## config.mk

```make
export PLATFORM = sky130hd
export DESIGN_NAME = pwm_deadtime
export DESIGN_NICKNAME = d
export VERILOG_FILES = /design/src/rtl/control_pkg.sv /design/src/rtl/deadtime_inserter.sv /design/src/rtl/pwm_deadtime.sv
export SDC_FILE = /design/constraint.sdc
export NUM_CORES = 1
export LEC_CHECK = 0
export ABC_AREA = 1
export CAP_MARGIN = 10
export CORE_MARGIN = 1.5
export CORE_UTILIZATION = 50
export CTS_CLUSTER_DIAMETER = 120
export CTS_CLUSTER_SIZE = 28
export DETAILED_ROUTE_END_ITERATION = 10
export PLACE_DENSITY = 0.85
export SLEW_MARGIN = 25
export SYNTH_ARGS = -nofsm -noshare
export SYNTH_HDL_FRONTEND = slang
export SYNTH_SLANG_ARGS = --single-unit
```

## constraint.sdc

```tcl
create_clock -name clock -period 2.8 [get_ports clock]
set_input_delay 0.28 -clock clock [delete_from_list [all_inputs] [get_ports clock]]
set_output_delay 0.28 -clock clock [all_outputs]
set_load 0.005 [all_outputs]
```

## src/rtl/control_pkg.sv

```systemverilog
// Shared definitions for control-library gate drivers: gate FSM encodings
// and the counter range helper.
package control_pkg;

   localparam logic [1:0] GATE_IDLE = 2'd0;
   localparam logic [1:0] GATE_DEAD = 2'd1;
   localparam logic [1:0] GATE_HIGH = 2'd2;
   localparam logic [1:0] GATE_LOW  = 2'd3;

   typedef enum logic [1:0] {
      IDLE = GATE_IDLE,
      DEAD = GATE_DEAD,
      HIGH = GATE_HIGH,
      LOW  = GATE_LOW
   } gate_state_e;

   // Largest count representable in a counter of the given width.
   function automatic int max_count(input int width);
      return (1 << width) - 1;
   endfunction

endpackage

```

## src/rtl/deadtime_inserter.sv

```systemverilog
// Turns a raw high/low demand into a complementary gate pair, forcing both
// gates off for deadtime cycles around every side change.
module deadtime_inserter
   import control_pkg::*;
#(
   parameter int deadtime = 2
) (
   input  logic clock,
   input  logic reset_n,
   input  logic enable,
   input  logic raw,
   output logic out_high,
   output logic out_low
);

   localparam int dead_w = (deadtime > 1) ? $clog2(deadtime) : 1;
   localparam logic [dead_w-1:0] dead_reload = dead_w'(deadtime - 1);

   generate
      if (deadtime < 1) begin : g_bad_deadtime
         $error("deadtime must be at least 1");
      end
   endgenerate

   gate_state_e       state, state_next;
   logic [dead_w-1:0] dead_cnt, dead_cnt_next;
   logic              high_next, low_next;

   // NOTE: sequential state uses non-blocking assignments so every flop samples pre-edge values.
   always_ff @(posedge clock or negedge reset_n) begin
      if (!reset_n) begin
         state    <= IDLE;
         dead_cnt <= '0;
         out_high <= 1'b0;
         out_low  <= 1'b0;
      end else begin
         state    <= state_next;
         dead_cnt <= dead_cnt_next;
         out_high <= high_next;
         out_low  <= low_next;
      end
   end

   // NOTE: defaults first so every path assigns every signal and no latch is inferred.
   always_comb begin
      state_next    = state;
      dead_cnt_next = dead_cnt;
      if (!enable) begin
         state_next    = IDLE;
         dead_cnt_next = '0;
      end else begin
         unique case (state)
            IDLE: begin
               state_next    = DEAD;
               dead_cnt_next = dead_reload;
            end
            // Raw may flip back during the gap; the side is chosen only at expiry.
            DEAD: begin
               if (dead_cnt == '0) state_next = raw ? HIGH : LOW;
               else dead_cnt_next = dead_cnt - dead_w'(1);
            end
            HIGH: begin
               if (!raw) begin
                  state_next    = DEAD;
                  dead_cnt_next = dead_reload;
               end
            end
            LOW: begin
               if (raw) begin
                  state_next    = DEAD;
                  dead_cnt_next = dead_reload;
               end
            end
            default: state_next = IDLE;
         endcase
      end
   end

   // Gates decode the upcoming state so the outputs themselves are flops.
   always_comb begin
      high_next = (state_next == HIGH);
      low_next  = (state_next == LOW);
   end

endmodule

```

## src/rtl/pwm_deadtime.sv

```systemverilog
// Free-running PWM with double-buffered duty feeding a dead-time inserter
// that drives a complementary half-bridge gate pair.
module pwm_deadtime
   import control_pkg::*;
#(
   parameter int bitwidth     = 8,
   parameter int deadtime     = 2,
   parameter int initial_duty = 0
) (
   input  logic                clock,
   input  logic                reset_n,
   input  logic                enable,
   input  logic [bitwidth-1:0] duty,
   output logic                out_high,
   output logic                out_low,
   output logic                period_start,
   output logic [bitwidth-1:0] duty_applied
);

   localparam int                  max_cnt    = max_count(bitwidth);
   localparam logic [bitwidth-1:0] last_count = bitwidth'(max_cnt - 1);
   localparam logic [bitwidth-1:0] duty_reset = bitwidth'(initial_duty);

   generate
      if (initial_duty < 0 || initial_duty > max_cnt) begin : g_bad_initial_duty
         $error("initial_duty out of range");
      end
   endgenerate

   logic [bitwidth-1:0] counter;
   logic                running;
   logic                raw;

   // A new period starts on enable rise or on wrap; only then is duty taken.
   always_ff @(posedge clock or negedge reset_n) begin
      if (!reset_n) begin
         counter      <= '0;
         duty_applied <= duty_reset;
         period_start <= 1'b0;
         running      <= 1'b0;
      end else if (!enable) begin
         counter      <= '0;
         period_start <= 1'b0;
         running      <= 1'b0;
      end else if (!running || counter == last_count) begin
         counter      <= '0;
         duty_applied <= duty;
         period_start <= 1'b1;
         running      <= 1'b1;
      end else begin
         counter      <= counter + bitwidth'(1);
         period_start <= 1'b0;
      end
   end

   assign raw = (counter < duty_applied);

   deadtime_inserter #(
      .deadtime(deadtime)
   ) u_inserter (
      .clock   (clock),
      .reset_n (reset_n),
      .enable  (enable),
      .raw     (raw),
      .out_high(out_high),
      .out_low (out_low)
   );

endmodule

```

==> impl_metrics.env <==
export IMPL_run_status="complete, no violations"
export IMPL_ys_flop_type="sky130_fd_sc_hd__dfrtp_1"
export IMPL_dieWidth_um=52.9
export IMPL_power_density_nw_per_um2=451
export IMPL_crit_required_ns=3.01
export IMPL_report_final_slew_viol_count=0
export IMPL_fin_tns_setup_ns=0
export IMPL_worst_path_largest_cell_delay_ns=0.46
export IMPL_detail_route_antenna_nets=0
export IMPL_critical_path_cell_by_cell="ha_1 > a21oi_1 > o21a_1 > nand2_1 > inv_1 > o21ai_0 > nand2_1 > inv_1"
export IMPL_io_pins=22
export IMPL_max_capacitance_violation_total=0
export IMPL_top_usage_layer="met2"
export IMPL_setup_viol=0
export IMPL_hold_path_class="input port to asynchronous set/reset pin"
export IMPL_nFillCells=171
export IMPL_post_route_period_util_pct=58.9
export IMPL_finalWorstPathRequiredPeriod_ns=1.65
export IMPL_grtUsageMet2_pct=36.3
export IMPL_dieArea_um2=2800
export IMPL_slew_at_the_pin_closest_to_its_max_slew_limit_ns=0.661
export IMPL_fmaxAchievable_mhz=606
export IMPL_placeableCoreArea_um2=2280
export IMPL_clock_root_buffer="sky130_fd_sc_hd__clkbuf_4"
export IMPL_most_instantiated_library_cell_after_synthesis="sky130_fd_sc_hd__nand2_1"
export IMPL_synth_top_cell_area_share_pct=46.2
export IMPL_post_cts_setup_buffers=0
export IMPL_groute_layer_met1_usage_pct=27.8
export IMPL_critPathCaptureType="register"
export IMPL_cts_hold_buf=0
export IMPL_via_count_of_the_first_global_routing_pass=1032
export IMPL_crit_path_max_fanout=4
export IMPL_worstSkewPairLatency_ns=0.31
export IMPL_drt_iter0_drc=17
export IMPL_area_growth_syn_to_layout_pct=21.2
export IMPL_avgViaCountPerCell=4.99
export IMPL_grt_overflow_total=0
export IMPL_yosysTopAreaCell="sky130_fd_sc_hd__dfrtp_1"
export IMPL_timing_hold_violations_final=0
export IMPL_placement_rows=17
export IMPL_synthesis_area_um2=1240
export IMPL_seq_area_frac_synth_pct=46.2
export IMPL_crit_arrival_ns=1.85
export IMPL_postSynthNetCount=166
export IMPL_max_vdd_ir_drop_v=0.000336
export IMPL_synth_lib_cells_used_distinct=25
export IMPL_timing_setup_critical_path_class="register to register"
export IMPL_place_port_buffers=21
export IMPL_route_vias_total=989
export IMPL_globalRouteTotalUtil_pct=21.8
export IMPL_layout_drive_gt1_share_pct=7.06
export IMPL_cts_max_level=1
export IMPL_place_congestion=0.825
export IMPL_leakagePower_nw=0.770
export IMPL_start_util_pct=54.7
export IMPL_cp_top_family="flip-flops"
export IMPL_wire_per_inst_um=12.5
export IMPL_async_reset_ff_share_pct=100
export IMPL_grtUsageMet3_pct=3.39
export IMPL_antenna_violations_before_repair=0
export IMPL_drt_total_wl_um=2480
export IMPL_post_dp_hpwl_um=1950
export IMPL_layout_area_seq_um2=576
export IMPL_relSlewSlack_pct=55.8
export IMPL_rsz0062_at_grt="no"
export IMPL_synth_top_cells_by_count="44 x sky130_fd_sc_hd__nand2_1, 23 x sky130_fd_sc_hd__dfrtp_1, 23 x sky130_fd_sc_hd__inv_1"
export IMPL_worstPathBufferInverterCount=2
export IMPL_num_antenna_cells=0
export IMPL_fin_skew_ns=0.00934
export IMPL_num_nets_final=191
export IMPL_worstSetupStartpointType="register"
export IMPL_postSynthAreaPerCell_um2=8.53
export IMPL_report_power_total_uw=680
export IMPL_number_of_enable_flip_flop_cells_after_synthesis=0
export IMPL_detailedRoute_firstPassIterationCount=4
export IMPL_cts_made_buffers=3
export IMPL_synthesis_yosys_warnings=0
export IMPL_timing_critical_path_slowest_stage_cell="sky130_fd_sc_hd__dfrtp_1"
export IMPL_area_taken_by_multi_input_logic_gates_um2=556
export IMPL_die_height_um=52.9
export IMPL_cts_sinks=23
export IMPL_cts_tree="done"
export IMPL_clk_path_buf_depth=2
export IMPL_worst_setup_hold_path_clk_slew_ns=0.12
export IMPL_remaining_drc_errors=0
export IMPL_ctsResizeCount=0
export IMPL_yosys_top_cells_area="sky130_fd_sc_hd__dfrtp_1 46%, sky130_fd_sc_hd__nand2_1 13%, sky130_fd_sc_hd__ha_1 9.0%"
export IMPL_ys_ff_latch=23
export IMPL_first_pass_grt_wire_length_um=4380
export IMPL_synthCells=146
export IMPL_grt_max_degree=24
## metrics by stage
stage	hold slack [ns]	area [um^2]	util, %	instances	setup slack (ns)
floorplan	-0.0156	1240	-	146	1.39
global placement	0.502	1480	65.1	194	1.08
detailed placement	0.498	1480	65.1	194	0.995
CTS	0.305	1510	66.3	198	1.16
global route	0.342	1510	66.3	198	0.971
finish	0.296	1510	66.3	198	1.15
## worst register-to-register path, cell delays in order, from the launching register on
cell	delay, ns
sky130_fd_sc_hd__dfrtp_1	0.46
sky130_fd_sc_hd__ha_1	0.32
sky130_fd_sc_hd__a21oi_1	0.15
sky130_fd_sc_hd__o21a_1	0.18
sky130_fd_sc_hd__nand2_1	0.13
sky130_fd_sc_hd__inv_1	0.09
sky130_fd_sc_hd__o21ai_0	0.08
sky130_fd_sc_hd__nand2_1	0.08
sky130_fd_sc_hd__inv_1	0.06
## placed cells by master, fill, tap and decap left out, drive strengths merged
cell	count
xor2	2
clkdlybuf4s50	21
nor3	1
buf	1
o21a	2
inv	24
ha	9
o211ai	1
o21ai	2
nor2	16
a21boi	1
dfrtp	23
a21oi	3
clkbuf	4
xnor2	2
nand3	7
nand2	47
clkinv	1
nand4	2
o2111ai	1
## final timing paths
check	from	end	cells past startpoint	slack (ns)
setup reg to reg	counter[7]$_DFF_PN0_	u_inserter.state[0]$_DFF_PN0_	8	1.15
min in group clock	duty[5]	duty_applied[5]$_DFFE_PN0P_	3	0.49
hold reg to reg	duty_applied[7]$_DFFE_PN0P_	duty_applied[7]$_DFFE_PN0P_	2	0.53
hold / removal	reset_n	duty_applied[3]$_DFFE_PN0P_	2	0.30
setup / recovery	counter[7]$_DFF_PN0_	u_inserter.state[0]$_DFF_PN0_	8	1.15
max in group asynchronous	reset_n	u_inserter.dead_cnt$_DFFE_PN0P_	2	2.27
## power breakdown
group	internal (mW)	switching (mW)	total, mW
clock network	0.0556	0.0953	0.151
logic	0.0729	0.0737	0.147
registers	0.359	0.0240	0.383
## registers in the layout (all words and copies together) (netlist names)
register and flops:
u_inserter.state 2, period_start 1, u_inserter.dead_cnt 1, duty_applied 8
u_inserter.out_high 1, counter 8, u_inserter.out_low 1, running 1
## cell type report
cell class / instances / share of cell area, %
Inverter: 25 / 6.55
Tap cell: 28 / 2.32
Sequential cell: 23 / 38.1
Multi-Input combinational cell: 96 / 36.8
Timing Repair Buffer: 22 / 14.4
Clock buffer: 4 / 1.74
## cells by family after synthesis
| logic type | synth area share [%] |
|---|---|
| compound gates | 5.73 |
| xor+xnor | 2.81 |
| fa+ha+maj | 9.05 |
| buf+inv | 9.14 |
| flops | 46.2 |
| simple gates | 27.0 |
## per-layer routing
metal	up-vias	wire (um)
met5	-	0
met4	0	36
met3	4	53
met2	16	1270
met1	473	1110
li1	496	-
(Power assumes the default switching activity.)
